### config.mk
export PLATFORM = sky130hd
export DESIGN_NAME = fetch_mem_bridge_flat
export DESIGN_NICKNAME = d
export VERILOG_FILES = /design/src/rtl/axi_lite_pkg.sv /design/src/rtl/fetch_mem_bridge_if.sv /design/src/rtl/fetch_mem_bridge.sv /design/src/flat_wrapper.sv
export SDC_FILE = /design/constraint.sdc
export NUM_CORES = 1
export LEC_CHECK = 0
export BUFFER_PORTS_ARGS = -buffer_cell sky130_fd_sc_hd__buf_4
export CAP_MARGIN = 0
export CORE_MARGIN = 2
export CORE_UTILIZATION = 41
export DETAILED_ROUTE_END_ITERATION = 8
export PLACE_DENSITY = 0.79
export SYNTH_ARGS = -nofsm -noshare
export SYNTH_HDL_FRONTEND = slang
export SYNTH_SLANG_ARGS = --single-unit
### constraint.sdc
create_clock -name CLK -period 1.9 [get_ports CLK]
set_input_delay 0.19 -clock CLK [delete_from_list [all_inputs] [get_ports CLK]]
set_output_delay 0.19 -clock CLK [all_outputs]
set_load 0.02 [all_outputs]
### src/rtl/axi_lite_pkg.sv
// rtl/axi_lite_pkg.sv - AXI-lite response codes and fetch bridge state encoding
package axi_lite_pkg;

  localparam logic [1:0] RESP_OKAY   = 2'b00;
  localparam logic [1:0] RESP_SLVERR = 2'b10;

  typedef enum logic [1:0] {
    ST_IDLE,
    ST_ISSUE,
    ST_WAIT,
    ST_RESP
  } bridge_state_t;

endpackage

### src/rtl/fetch_mem_bridge_if.sv
// rtl/fetch_mem_bridge_if.sv - AXI-lite read channel (AR + R) between fetch master and bridge
interface fetch_mem_bridge_if #(
  parameter int ADDR_WIDTH = 32,
  parameter int DATA_WIDTH = 32,
  parameter int PROT_WIDTH = 3,
  parameter int RESP_WIDTH = 2
);

  logic                  arvalid;
  logic                  arready;
  logic [ADDR_WIDTH-1:0] araddr;
  logic [PROT_WIDTH-1:0] arprot;
  logic                  rvalid;
  logic                  rready;
  logic [DATA_WIDTH-1:0] rdata;
  logic [RESP_WIDTH-1:0] rresp;

  modport master (
    output arvalid, araddr, arprot, rready,
    input  arready, rvalid, rdata, rresp
  );

  modport slave (
    input  arvalid, araddr, arprot, rready,
    output arready, rvalid, rdata, rresp
  );

endinterface

### src/rtl/fetch_mem_bridge.sv
// rtl/fetch_mem_bridge.sv - read-only AXI-lite fetch port to word memory, one read outstanding
// Optional address range check enabled by defining FETCH_ADDR_CHECK_EN.
module fetch_mem_bridge
  import axi_lite_pkg::*;
#(
  parameter int                    ADDR_WIDTH = 32,
  parameter int                    DATA_WIDTH = 32,
  parameter int                    PROT_WIDTH = 3,
  parameter int                    RESP_WIDTH = 2,
  parameter int                    DATA_DEPTH = 1024,
  parameter logic [ADDR_WIDTH-1:0] BASE_ADDR  = 32'hFFFF_0000,
  parameter int                    TIMEOUT    = 255,
  localparam int                   MEM_AW     = $clog2(DATA_DEPTH)
) (
  input  logic                  CLK,
  input  logic                  RST,
  fetch_mem_bridge_if.slave     s_axi,
  output logic                  mem_en,
  output logic [MEM_AW-1:0]     mem_addr,
  output logic [DATA_WIDTH-1:0] mem_wdata,
  output logic                  mem_wen,
  input  logic [DATA_WIDTH-1:0] mem_rdata,
  input  logic                  mem_rvld
);

  localparam int CNT_W = $clog2(TIMEOUT + 1);

  bridge_state_t         state, state_nxt;
  logic [CNT_W-1:0]      wait_cnt;
  logic [ADDR_WIDTH-1:0] offset;
  logic                  ar_fire;
  logic                  r_fire;
  logic                  timed_out;
  logic                  bad_addr;

  assign offset    = s_axi.araddr - BASE_ADDR;
  assign ar_fire   = s_axi.arvalid && s_axi.arready;
  assign r_fire    = s_axi.rvalid && s_axi.rready;
  assign timed_out = (wait_cnt == CNT_W'(TIMEOUT - 1));

`ifdef FETCH_ADDR_CHECK_EN
  localparam logic [ADDR_WIDTH:0] MEM_SPAN = (ADDR_WIDTH + 1)'(4 * DATA_DEPTH);
  logic [ADDR_WIDTH:0] span_off;

  // The extra top bit turns an address below BASE_ADDR into a huge offset.
  assign span_off = {1'b0, s_axi.araddr} - {1'b0, BASE_ADDR};
  assign bad_addr = (s_axi.araddr[1:0] != 2'b00) || (span_off >= MEM_SPAN);
`else
  assign bad_addr = (s_axi.araddr[1:0] != 2'b00);
`endif

  assign mem_wdata = '0;
  assign mem_wen   = 1'b0;

  logic unused_bits;
  assign unused_bits = ^{s_axi.arprot, offset[1:0], offset[ADDR_WIDTH-1:MEM_AW+2]};

  always_ff @(posedge CLK) begin
    if (RST) state <= ST_IDLE;
    else     state <= state_nxt;
  end

  always_comb begin
    state_nxt      = state;
    s_axi.arready  = 1'b0;
    s_axi.rvalid   = 1'b0;
    mem_en         = 1'b0;
    unique case (state)
      ST_IDLE: begin
        // Held low while RST is asserted so no request is accepted mid-reset.
        s_axi.arready = !RST;
        if (ar_fire) state_nxt = bad_addr ? ST_RESP : ST_ISSUE;
      end
      ST_ISSUE: begin
        mem_en    = 1'b1;
        state_nxt = ST_WAIT;
      end
      ST_WAIT: begin
        if (mem_rvld || timed_out) state_nxt = ST_RESP;
      end
      ST_RESP: begin
        s_axi.rvalid = 1'b1;
        if (r_fire) state_nxt = ST_IDLE;
      end
      default: state_nxt = ST_IDLE;
    endcase
  end

  always_ff @(posedge CLK) begin
    if (RST) begin
      s_axi.rdata <= '0;
      s_axi.rresp <= '0;
      mem_addr    <= '0;
      wait_cnt    <= '0;
    end else begin
      wait_cnt <= (state == ST_WAIT) ? wait_cnt + 1'b1 : '0;
      if (ar_fire) begin
        mem_addr <= offset[MEM_AW+1:2];
        if (bad_addr) begin
          s_axi.rdata <= '0;
          s_axi.rresp <= RESP_WIDTH'(RESP_SLVERR);
        end
      end
      if (state == ST_WAIT) begin
        if (mem_rvld) begin
          s_axi.rdata <= mem_rdata;
          s_axi.rresp <= RESP_WIDTH'(RESP_OKAY);
        end else if (timed_out) begin
          s_axi.rdata <= '0;
          s_axi.rresp <= RESP_WIDTH'(RESP_SLVERR);
        end
      end
    end
  end

endmodule

### src/flat_wrapper.sv
// flat-port wrapper written by rule: the top's interface ports become plain ports
module fetch_mem_bridge_flat import axi_lite_pkg::*;
#(
  parameter int                    ADDR_WIDTH = 32,
  parameter int                    DATA_WIDTH = 32,
  parameter int                    PROT_WIDTH = 3,
  parameter int                    RESP_WIDTH = 2,
  parameter int                    DATA_DEPTH = 1024,
  parameter logic [ADDR_WIDTH-1:0] BASE_ADDR  = 32'hFFFF_0000,
  parameter int                    TIMEOUT    = 255,
  localparam int                   MEM_AW     = $clog2(DATA_DEPTH)
)
  (CLK, RST, mem_en, mem_addr, mem_wdata, mem_wen, mem_rdata, mem_rvld, s_axi_arvalid, s_axi_araddr, s_axi_arprot, s_axi_rready, s_axi_arready, s_axi_rvalid, s_axi_rdata, s_axi_rresp);
  fetch_mem_bridge_if #(.ADDR_WIDTH(ADDR_WIDTH), .DATA_WIDTH(DATA_WIDTH), .PROT_WIDTH(PROT_WIDTH), .RESP_WIDTH(RESP_WIDTH)) s_axi_i ();
  input  logic CLK;
  input  logic RST;
  output logic mem_en;
  output logic [MEM_AW-1:0] mem_addr;
  output logic [DATA_WIDTH-1:0] mem_wdata;
  output logic mem_wen;
  input  logic [DATA_WIDTH-1:0] mem_rdata;
  input  logic mem_rvld;
  input wire logic [$bits(s_axi_i.arvalid)-1:0] s_axi_arvalid;
  input wire logic [$bits(s_axi_i.araddr)-1:0] s_axi_araddr;
  input wire logic [$bits(s_axi_i.arprot)-1:0] s_axi_arprot;
  input wire logic [$bits(s_axi_i.rready)-1:0] s_axi_rready;
  output wire logic [$bits(s_axi_i.arready)-1:0] s_axi_arready;
  output wire logic [$bits(s_axi_i.rvalid)-1:0] s_axi_rvalid;
  output wire logic [$bits(s_axi_i.rdata)-1:0] s_axi_rdata;
  output wire logic [$bits(s_axi_i.rresp)-1:0] s_axi_rresp;
  assign s_axi_i.arvalid = s_axi_arvalid;
  assign s_axi_i.araddr = s_axi_araddr;
  assign s_axi_i.arprot = s_axi_arprot;
  assign s_axi_i.rready = s_axi_rready;
  assign s_axi_arready = s_axi_i.arready;
  assign s_axi_rvalid = s_axi_i.rvalid;
  assign s_axi_rdata = s_axi_i.rdata;
  assign s_axi_rresp = s_axi_i.rresp;
  fetch_mem_bridge #(.ADDR_WIDTH(ADDR_WIDTH), .DATA_WIDTH(DATA_WIDTH), .PROT_WIDTH(PROT_WIDTH), .RESP_WIDTH(RESP_WIDTH), .DATA_DEPTH(DATA_DEPTH), .BASE_ADDR(BASE_ADDR), .TIMEOUT(TIMEOUT)) u_core (.CLK(CLK), .RST(RST), .s_axi(s_axi_i), .mem_en(mem_en), .mem_addr(mem_addr), .mem_wdata(mem_wdata), .mem_wen(mem_wen), .mem_rdata(mem_rdata), .mem_rvld(mem_rvld));
endmodule
==> results by stage, run 1 <==
Layout:
- The total number of nets in the final design is slightly below 400.
- Excluding fillers, the count of instances in the completed layout stands at approximately 380.
- In the final layout, the share of cells above drive strength 1 is 0.358.
- The repair_antennas step left the layout with diodes totalling 0.
- Relative to the synthesized area, the layout overhead comes to 33.3%.

Die:
- The top-level I/O count is about 150.
- For this configuration, the core starts out at a cell density of 0.433.
- The die covers about 6100 um2.
- The die is ~78 um wide.
- The die is 77.9 um tall.
- Row generation in the floorplan step produced 26 rows.
- The floorplan step defined a core boundary enclosing 5170 um2.

Clock network:
- At the later pin of the worst-skew pair, clock insertion delay measures roughly 0.3 ns.
- The tree built by TritonCTS fans out to 54 sinks.
- The number of H-tree levels is 2.
- Clock-pin slew was measured on the worst setup and hold paths at roughly 0.09 ns.
- The number of setup buffers added after CTS is 0.
- The count of instances resized after the clock tree is built is 0.
- The maximum count of clock buffers along a single path is 2.
- The CTS root buffer is sky130_fd_sc_hd__clkbuf_8.
- The count of hold-fix buffers inserted at cts is 0.
- The total CTS buffers is 5.
- The clock tree from TritonCTS is yes.

Power and ir drop:
- The power density relative to cell area is just over 1000 nW/um2.
- In this run the static leakage power is around 0.0014 uW.
- The worst vdd rail ir drop is roughly 0.0005 V.

Place:
- At the end of routability-driven placement, the weighted congestion stood at between 0.7 and 0.8.
- The number of placed instances, taps included, is between 300 and 400.
- The count of buffers added on input and output ports is 95.
- The HPWL after detailed placement is between 3000 and 4000 um.

Worst setup path:
- The worst register-to-register path has a depth of 6.
- The destination of the worst register-to-register timing path is u_core.s_axi.rdata[31].
- STA classifies the critical path startpoint as a flop.
- The startpoint identified for the worst register-to-register timing path is u_core.state[0].
- The required time at the worst-slack endpoint is roughly 2.1 ns.
- Of all nets on the critical path, the largest fanout is 33.
- The worst setup path is captured at a flop.
- Setup slack on the worst reg-to-reg path comes out at 0.22 ns.
- The critical path class is reg2reg.
- STA puts the critical path data arrival time at 1.91 ns.

Synth:
- Counting flops and latches in the post-synthesis netlist gives 54.
- The Yosys step of the flow raised 0 warnings.
- The number of instances in the synthesized netlist is 217.
- Counting distinct cell types in the post-synthesis netlist gives 34.
- The area of the mapped netlist is approximately 2200 um2.
- The share of synthesized area occupied by flip-flops and latches is 0.483.
- The average instance in the mapped netlist occupies slightly above 10 um2.

STA:
- Setup repair after global routing left no endpoint under its margin.
- The post-route minimum period is between 1.5 and 2 ns.
- Setup violations remaining at the end of the flow were counted as 0.
- Adding up every negative setup slack in the final design gives 0 ns.
- The max-slew violation total from the final report came to 0.
- The largest clock skew in the final design is around 0.007 ns.
- The final hold violation count was 0.
- Timing would allow up to ~600 MHz.
- Hold timing on the final database bottoms out at a slack of approximately 0.09 ns.
- The final clock period utilization by the worst path is 0.883.

Status:
- The flow ran to the end, and the final reports show no timing, DRC or antenna violations.

GRT:
- The pin count of the biggest net entering global routing is 34.
- The total global routing overflow is 0.
- In the global route stage, overall resource usage came out at 0.149.
- The number of global-route vias before repair is between 1500 and 2000.
- The wire length of the first global-routing pass is between 7000 and 8000 um.
- The number of antenna violations at the first check in global routing came to 0.

Detailed routing:
- The count of unresolved DRC violations after routing is 0.
- The vias after detailed routing is around 1700.
- In this run, the number of DRC markers left after iteration 0 of detailed routing was 46.
- Using the TritonRoute via totals, the vias-per-cell ratio works out to ~4.6.
- In the final routed layout, each cell accounts on average for ~12 um.
- The number of nets with antenna violations after routing is 0.
- For this block, the routed nets add up to about 4600 um of wire.
- The first detailed-routing pass ran for 4 iterations.

Min path:
- The worst hold path begins at s_axi_araddr[11].
- The path with the worst hold slack has its endpoint at u_core.mem_addr[9].
- The path type of the worst min-delay path is in2reg.
- The worst hold path passes through 3 cells.

Flow run:
- Max-cap violations in this run came to 0.
==> sequential cells by signal (all words and copies together), names as in the netlist <==
register            flops
u_core.s_axi.rdata     32
u_core.state            2
u_core.s_axi.rresp      2
u_core.wait_cnt         8
u_core.mem_addr        10
==> layout make-up <==
class	instances	area (um2)
repair buffers	99	756
flip-flops and latches	54	1080
clock buffers	6	82.6
fillers	487	2190
inverters	5	18.8
multi-input cells	147	945
clock inverters	2	12.5
well taps	70	87.6
==> per-layer routing <==
| layer | share of wire | vias to the layer above | wire [um] | track usage |
|---|---|---|---|---|
| li1 | - | 865 | - | - |
| met3 | 0.11 | 2 | 489 | 0.0488 |
| met5 | 0 | - | 0 | 0 |
| met1 | 0.43 | 791 | 1940 | 0.194 |
| met4 | 0.0059 | 0 | 27 | 0.0321 |
| met2 | 0.46 | 86 | 2100 | 0.241 |
==> report_power, final <==
part           leakage, uW  switching (uW)  internal (uW)
registers         0.000438            80.8           1270
clock network    0.0000472             351            293
logic             0.000922             582            444
total              0.00141            1010           2000
==> logic make-up (layout without fill, tap and decap cells) <==
group | Yosys count | in the layout | synth area share
AOI/OAI and AO/OA | 49 | 49 | 0.178
xor gates and xnor gates | 6 | 6 | 0.0235
adders and majority gates | 7 | 7 | 0.0391
buffers and inverters | 48 | 112 | 0.148
DFF | 54 | 54 | 0.483
muxes | 2 | 2 | 0.00951
other | 1 | 33 | 0.00168
and+or+nand+nor | 50 | 50 | 0.116
==> worst max path at each step <==
stage	start	endpoint	slack [ns]
after floorplan	u_core.state[0]	u_core.mem_addr[0]	0.26
after global placement	u_core.wait_cnt[0]	u_core.s_axi.rdata[20]	0.28
after detailed placement	u_core.state[0]	u_core.s_axi.rdata[20]	0.26
after CTS	u_core.state[0]	u_core.s_axi.rdata[20]	0.22
after global routing	u_core.wait_cnt[0]	u_core.s_axi.rdata[15]	0.09
final	u_core.state[0]	u_core.s_axi.rdata[31]	0.22
==> cells in the mapped netlist <==
library cell | count | area (um2)
sky130_fd_sc_hd__a211oi_1 | 2 | 15.0
sky130_fd_sc_hd__a21oi_1 | 1 | 5.00
sky130_fd_sc_hd__a221oi_1 | 1 | 8.76
sky130_fd_sc_hd__a221oi_4 | 1 | 26.3
sky130_fd_sc_hd__a22o_1 | 32 | 280
sky130_fd_sc_hd__and2_1 | 3 | 18.8
sky130_fd_sc_hd__and3_1 | 1 | 6.26
sky130_fd_sc_hd__and4_1 | 1 | 8.76
sky130_fd_sc_hd__buf_2 | 4 | 20.0
sky130_fd_sc_hd__buf_4 | 33 | 248
sky130_fd_sc_hd__buf_6 | 3 | 33.8
sky130_fd_sc_hd__clkbuf_1 | 3 | 11.3
sky130_fd_sc_hd__clkinv_1 | 1 | 3.75
sky130_fd_sc_hd__conb_1 | 1 | 3.75
sky130_fd_sc_hd__dfxtp_1 | 54 | 1080
sky130_fd_sc_hd__ha_1 | 7 | 87.6
sky130_fd_sc_hd__inv_1 | 4 | 15.0
sky130_fd_sc_hd__mux2_2 | 1 | 11.3
sky130_fd_sc_hd__mux2i_1 | 1 | 10.0
sky130_fd_sc_hd__nand2_1 | 11 | 41.3
sky130_fd_sc_hd__nand2b_1 | 12 | 75.1
sky130_fd_sc_hd__nand3_1 | 4 | 20.0
sky130_fd_sc_hd__nand4_1 | 1 | 6.26
sky130_fd_sc_hd__nand4_2 | 1 | 12.5
sky130_fd_sc_hd__nor2_1 | 11 | 41.3
sky130_fd_sc_hd__nor2_2 | 1 | 6.26
sky130_fd_sc_hd__nor2b_1 | 2 | 12.5
sky130_fd_sc_hd__nor3_1 | 1 | 5.00
sky130_fd_sc_hd__o21ai_0 | 7 | 35.0
sky130_fd_sc_hd__o21ai_1 | 4 | 20.0
sky130_fd_sc_hd__o21ai_2 | 1 | 8.76
sky130_fd_sc_hd__or2_1 | 1 | 6.26
sky130_fd_sc_hd__xnor2_1 | 1 | 8.76
sky130_fd_sc_hd__xor2_1 | 5 | 43.8
==> cells in the final DEF, fill, tap and decap left out, types with 2 or more instances in the layout <==
| cell | Yosys | final |
|---|---|---|
| sky130_fd_sc_hd__nand2_1 | 11 | 11 |
| sky130_fd_sc_hd__inv_1 | 4 | 4 |
| sky130_fd_sc_hd__o21ai_0 | 7 | 7 |
| sky130_fd_sc_hd__o21ai_1 | 4 | 4 |
| sky130_fd_sc_hd__a211oi_1 | 2 | 2 |
| sky130_fd_sc_hd__clkbuf_8 | 0 | 6 |
| sky130_fd_sc_hd__nand2b_1 | 12 | 12 |
| sky130_fd_sc_hd__buf_4 | 33 | 98 |
| sky130_fd_sc_hd__dfxtp_1 | 54 | 54 |
| sky130_fd_sc_hd__xor2_1 | 5 | 5 |
| sky130_fd_sc_hd__nor2b_1 | 2 | 2 |
| sky130_fd_sc_hd__ha_1 | 7 | 7 |
| sky130_fd_sc_hd__nand3_1 | 4 | 4 |
| sky130_fd_sc_hd__conb_1 | 1 | 33 |
| sky130_fd_sc_hd__nor2_1 | 11 | 11 |
| sky130_fd_sc_hd__a22o_1 | 32 | 32 |
| sky130_fd_sc_hd__and2_1 | 3 | 3 |
==> metrics by stage <==
stage                     setup WS [ns]  cell area, um2   util  total power [uW]
after floorplan                   0.264            2360      -              2080
after global placement            0.281            2890  0.558              2380
after detailed placement          0.261            2890  0.558              2400
after CTS                         0.223            2980  0.577              3060
after global routing             0.0933            2980  0.577              3210
final                             0.223            2980  0.577              3020
==> critical path: stages, from the launching register on <==
cell	delay, ns
sky130_fd_sc_hd__dfxtp_1	0.39
sky130_fd_sc_hd__inv_1	0.11
sky130_fd_sc_hd__ha_1	0.24
sky130_fd_sc_hd__and2_1	0.19
sky130_fd_sc_hd__a221oi_4	0.30
sky130_fd_sc_hd__buf_12	0.22
sky130_fd_sc_hd__a22o_1	0.16
No activity file was read; power rests on OpenSTA's default activity.
==> run 2, diff against run 1 <==
CORE_ASPECT_RATIO = 0.75   (was not set)
clock period = 1.71 ns   (was 1.9 ns; I/O delays follow)
==> run 2 against run 1 <==
Compared with the run above: worst hold slack worse by 0.034 ns; critical path type unchanged; non-clock buffer count increased by 4; routed wire length grew 2.3%; total power grew 14%; largest cell class unchanged; first-iteration DRC count decreased by 2.2%; sequential cell count unchanged; via count increased by 0.46%; critical endpoint is now u_core.state[1]; largest power group unchanged.
==> results by stage, run 2 (same netlist as run 1, synthesis figures left out) <==
Status:
- The flow ran to the end, and the final reports show no timing, DRC or antenna violations.

Layout:
- Leaving out fill and tap cells, the most frequent cells in the layout are sky130_fd_sc_hd__buf_4, sky130_fd_sc_hd__dfxtp_1, sky130_fd_sc_hd__conb_1.
- The total number of nets in the final design is 395.
- The register bank with the most flops is u_core.s_axi.rdata.
- The library cell used most frequently in the layout, excluding fill and tap cells, is sky130_fd_sc_hd__buf_4.
- The fraction of layout cells with a size suffix above 1 is 0.372.
- The layout-stage area growth over the synthesis result is 36.6%.
- The largest registers in the layout are u_core.s_axi.rdata: 32 flops, u_core.mem_addr: 10 flops, u_core.wait_cnt: 8 flops.
- The finished cells cover between 3000 and 4000 um2.
- The fill cell total of the finished layout is 473.
- The number of antenna cells inserted is 0.
- The flip-flop count of the largest register after layout is 32.

GRT:
- The met1 track demand over resource is 0.185.
- The fraction of met2 tracks used by global routing is 0.245.
- The met3 usage is 0.0591.
- The number of global-route vias before repair is ~1600.
- Across every metal layer, demand over resource in global routing totals 0.152.
- After global routing the overflow that remains totals 0.
- The wire length of the first global-routing pass is about 7100 um.
- Entering global routing, the biggest net connects 33 pins.
- The global routing stage identified its most utilized layer as met2.
- The number of antenna violations at the first check in global routing is 0.

Detailed routing:
- The initial detailed-routing violation count is 45.
- The wire length after detailed routing is 4670 um.
- In the routed design, unresolved DRC markers number 0.
- The number of nets with antenna violations after routing is 0.
- Across all layers, the routed design uses approximately 1800 vias.
- The average wire length per cell after detail routing is 11.9 um.
- After detailed routing, the number of vias per cell comes to 4.47.
- The iteration count of the initial detailed-routing pass is 4.

Worst setup path:
- STA puts the critical path data required time at about 1.9 ns.
- In this run the critical register-to-register path is launched from u_core.state[0].
- Traced cell by cell, the critical path runs through inv_1 -> ha_1 -> inv_1 -> o21ai_0 -> mux2_2.
- The critical path's top delay family is multiplexers.
- The worst path arrival time is 1.80 ns.
- The depth of the most critical reg-to-reg path is 5.
- The worst setup path is launched from a flop.
- The critical path class is reg2reg.
- By instance count, the cell type seen most on the critical path is sky130_fd_sc_hd__inv_1.
- The critical path capture point type is a flop.
- The worst-path cell with the longest stage delay is sky130_fd_sc_hd__mux2_2.
- The launching instance or port of the critical path is u_core.state[0].
- The cell count along the critical path is 5.
- For this run, the slowest stage of the critical path takes approximately 0.37 ns.
- The critical path contains buffers and inverters numbering 2 combined.
- Of all nets on the critical path, the largest fanout is 5.

Die:
- For this configuration, the core starts out at a cell density of 0.422.
- The floorplan row count is 23.
- The floorplan step defined a core boundary enclosing 5300 um2.
- The die is 68.0 um tall.
- The floorplan step set the die width to slightly below 90 um.
- The die covers about 6100 um2.
- The top-level I/O count is 152.

Place:
- The number of input and output port buffers inserted is 95.
- The placed instances occupy a cell area of 2920 um2.
- After legalization and detailed placement, the total HPWL measured between 3000 and 4000 um.
- The routability-driven placement congestion ratio is approximately 0.76.

Clock network:
- The clock passes through at most 2 buffers.
- The number of clock buffers added by TritonCTS is 5.
- The CTS root buffer is sky130_fd_sc_hd__clkbuf_8.
- The source-to-sink clock delay at the later pin of the worst-skew pair is 0.30 ns.
- The H-tree was split into 2 levels.
- Clock-pin slew was measured on the worst setup and hold paths at 0.09 ns.
- The clock drives between 50 and 60 sinks.
- TritonCTS built the clock tree.
- The count of hold-fix buffers inserted at cts is 0.

Flow run:
- The max-capacitance violation count is 0.

STA:
- The final hold violation count is 0.
- Of the available clock period, the critical path in the final layout requires 0.943.
- The final total negative setup slack is 0 ns.
- Setup violations remaining at the end of the flow were counted as 0.
- The smallest clock period supported by the final layout is computed as ~1.6 ns.
- Setup repair after global routing left no endpoint under its margin.
- The max-slew violation total from the final report is 0.
- For this run, the top clock speed supported by timing is about 620 MHz.
- The largest clock skew in the final design is around 0.0044 ns.

Min path:
- The min-delay analysis places its worst path in the category in2reg.
- Along the worst hold path, the cell count comes to 2.
- The worst hold path begins at mem_rvld.

Power and ir drop:
- Dividing total power by cell area gives a power density of around 1100 nW/um2.
- In this run the static leakage power is approximately 0.0014 uW.
- The worst vdd rail ir drop is 0.000544 V.
run 2: final timing paths:
kind / endpoint / slack, ns
max: u_core.state[1] / 0.1
min: u_core.s_axi.rresp[1] / 0.06
max reg2reg: u_core.state[1] / 0.1
min reg2reg: u_core.mem_addr[7] / 0.47
run 2: where the power goes:
part           switching (uW)  internal (uW)  total (uW)
registers                84.8           1410        1500
logic                     678            558        1240
clock network             391            327         718
run 2: layer usage:
metal | routed length [um] | vias to the layer above
li1 | - | 875
met1 | 2010 | 808
met2 | 2230 | 64
met3 | 388 | 5
met4 | 40 | 0
met5 | 0 | -
run 2: repair_timing:
action,in CTS,in global routing
hold endpoints to repair,0,0
endpoints found under the setup margin,0,36
buffers inserted,0,1
gates resized for setup,0,5
run 2: cell type report:
type                       count  area (um2)  share of cell area
sequential                    54        1080               0.355
multi-input combinational    147         945               0.309
timing repair buffer         103         823               0.269
tap                           75        93.8              0.0307
clock buffer                   7        86.3              0.0282
inverter                       5        18.8             0.00614
clock inverter                 1        5.00             0.00164
run 2: metrics by stage:
| step | worst slack [ns] | utilization | cells | power (uW) | hold WS (ns) |
|---|---|---|---|---|---|
| final | 0.0981 | 0.577 | 392 | 3450 | 0.0561 |
| after global routing | 0.00329 | 0.577 | 392 | 3650 | 0.0481 |
| after CTS | 0.00724 | 0.569 | 390 | 3430 | 0.0461 |
| after detailed placement | 0.0466 | 0.552 | 382 | 2700 | 0.369 |
| after global placement | 0.0914 | 0.552 | 382 | 2670 | 0.364 |
| after floorplan | 0.0736 | - | 249 | 2320 | 0.271 |
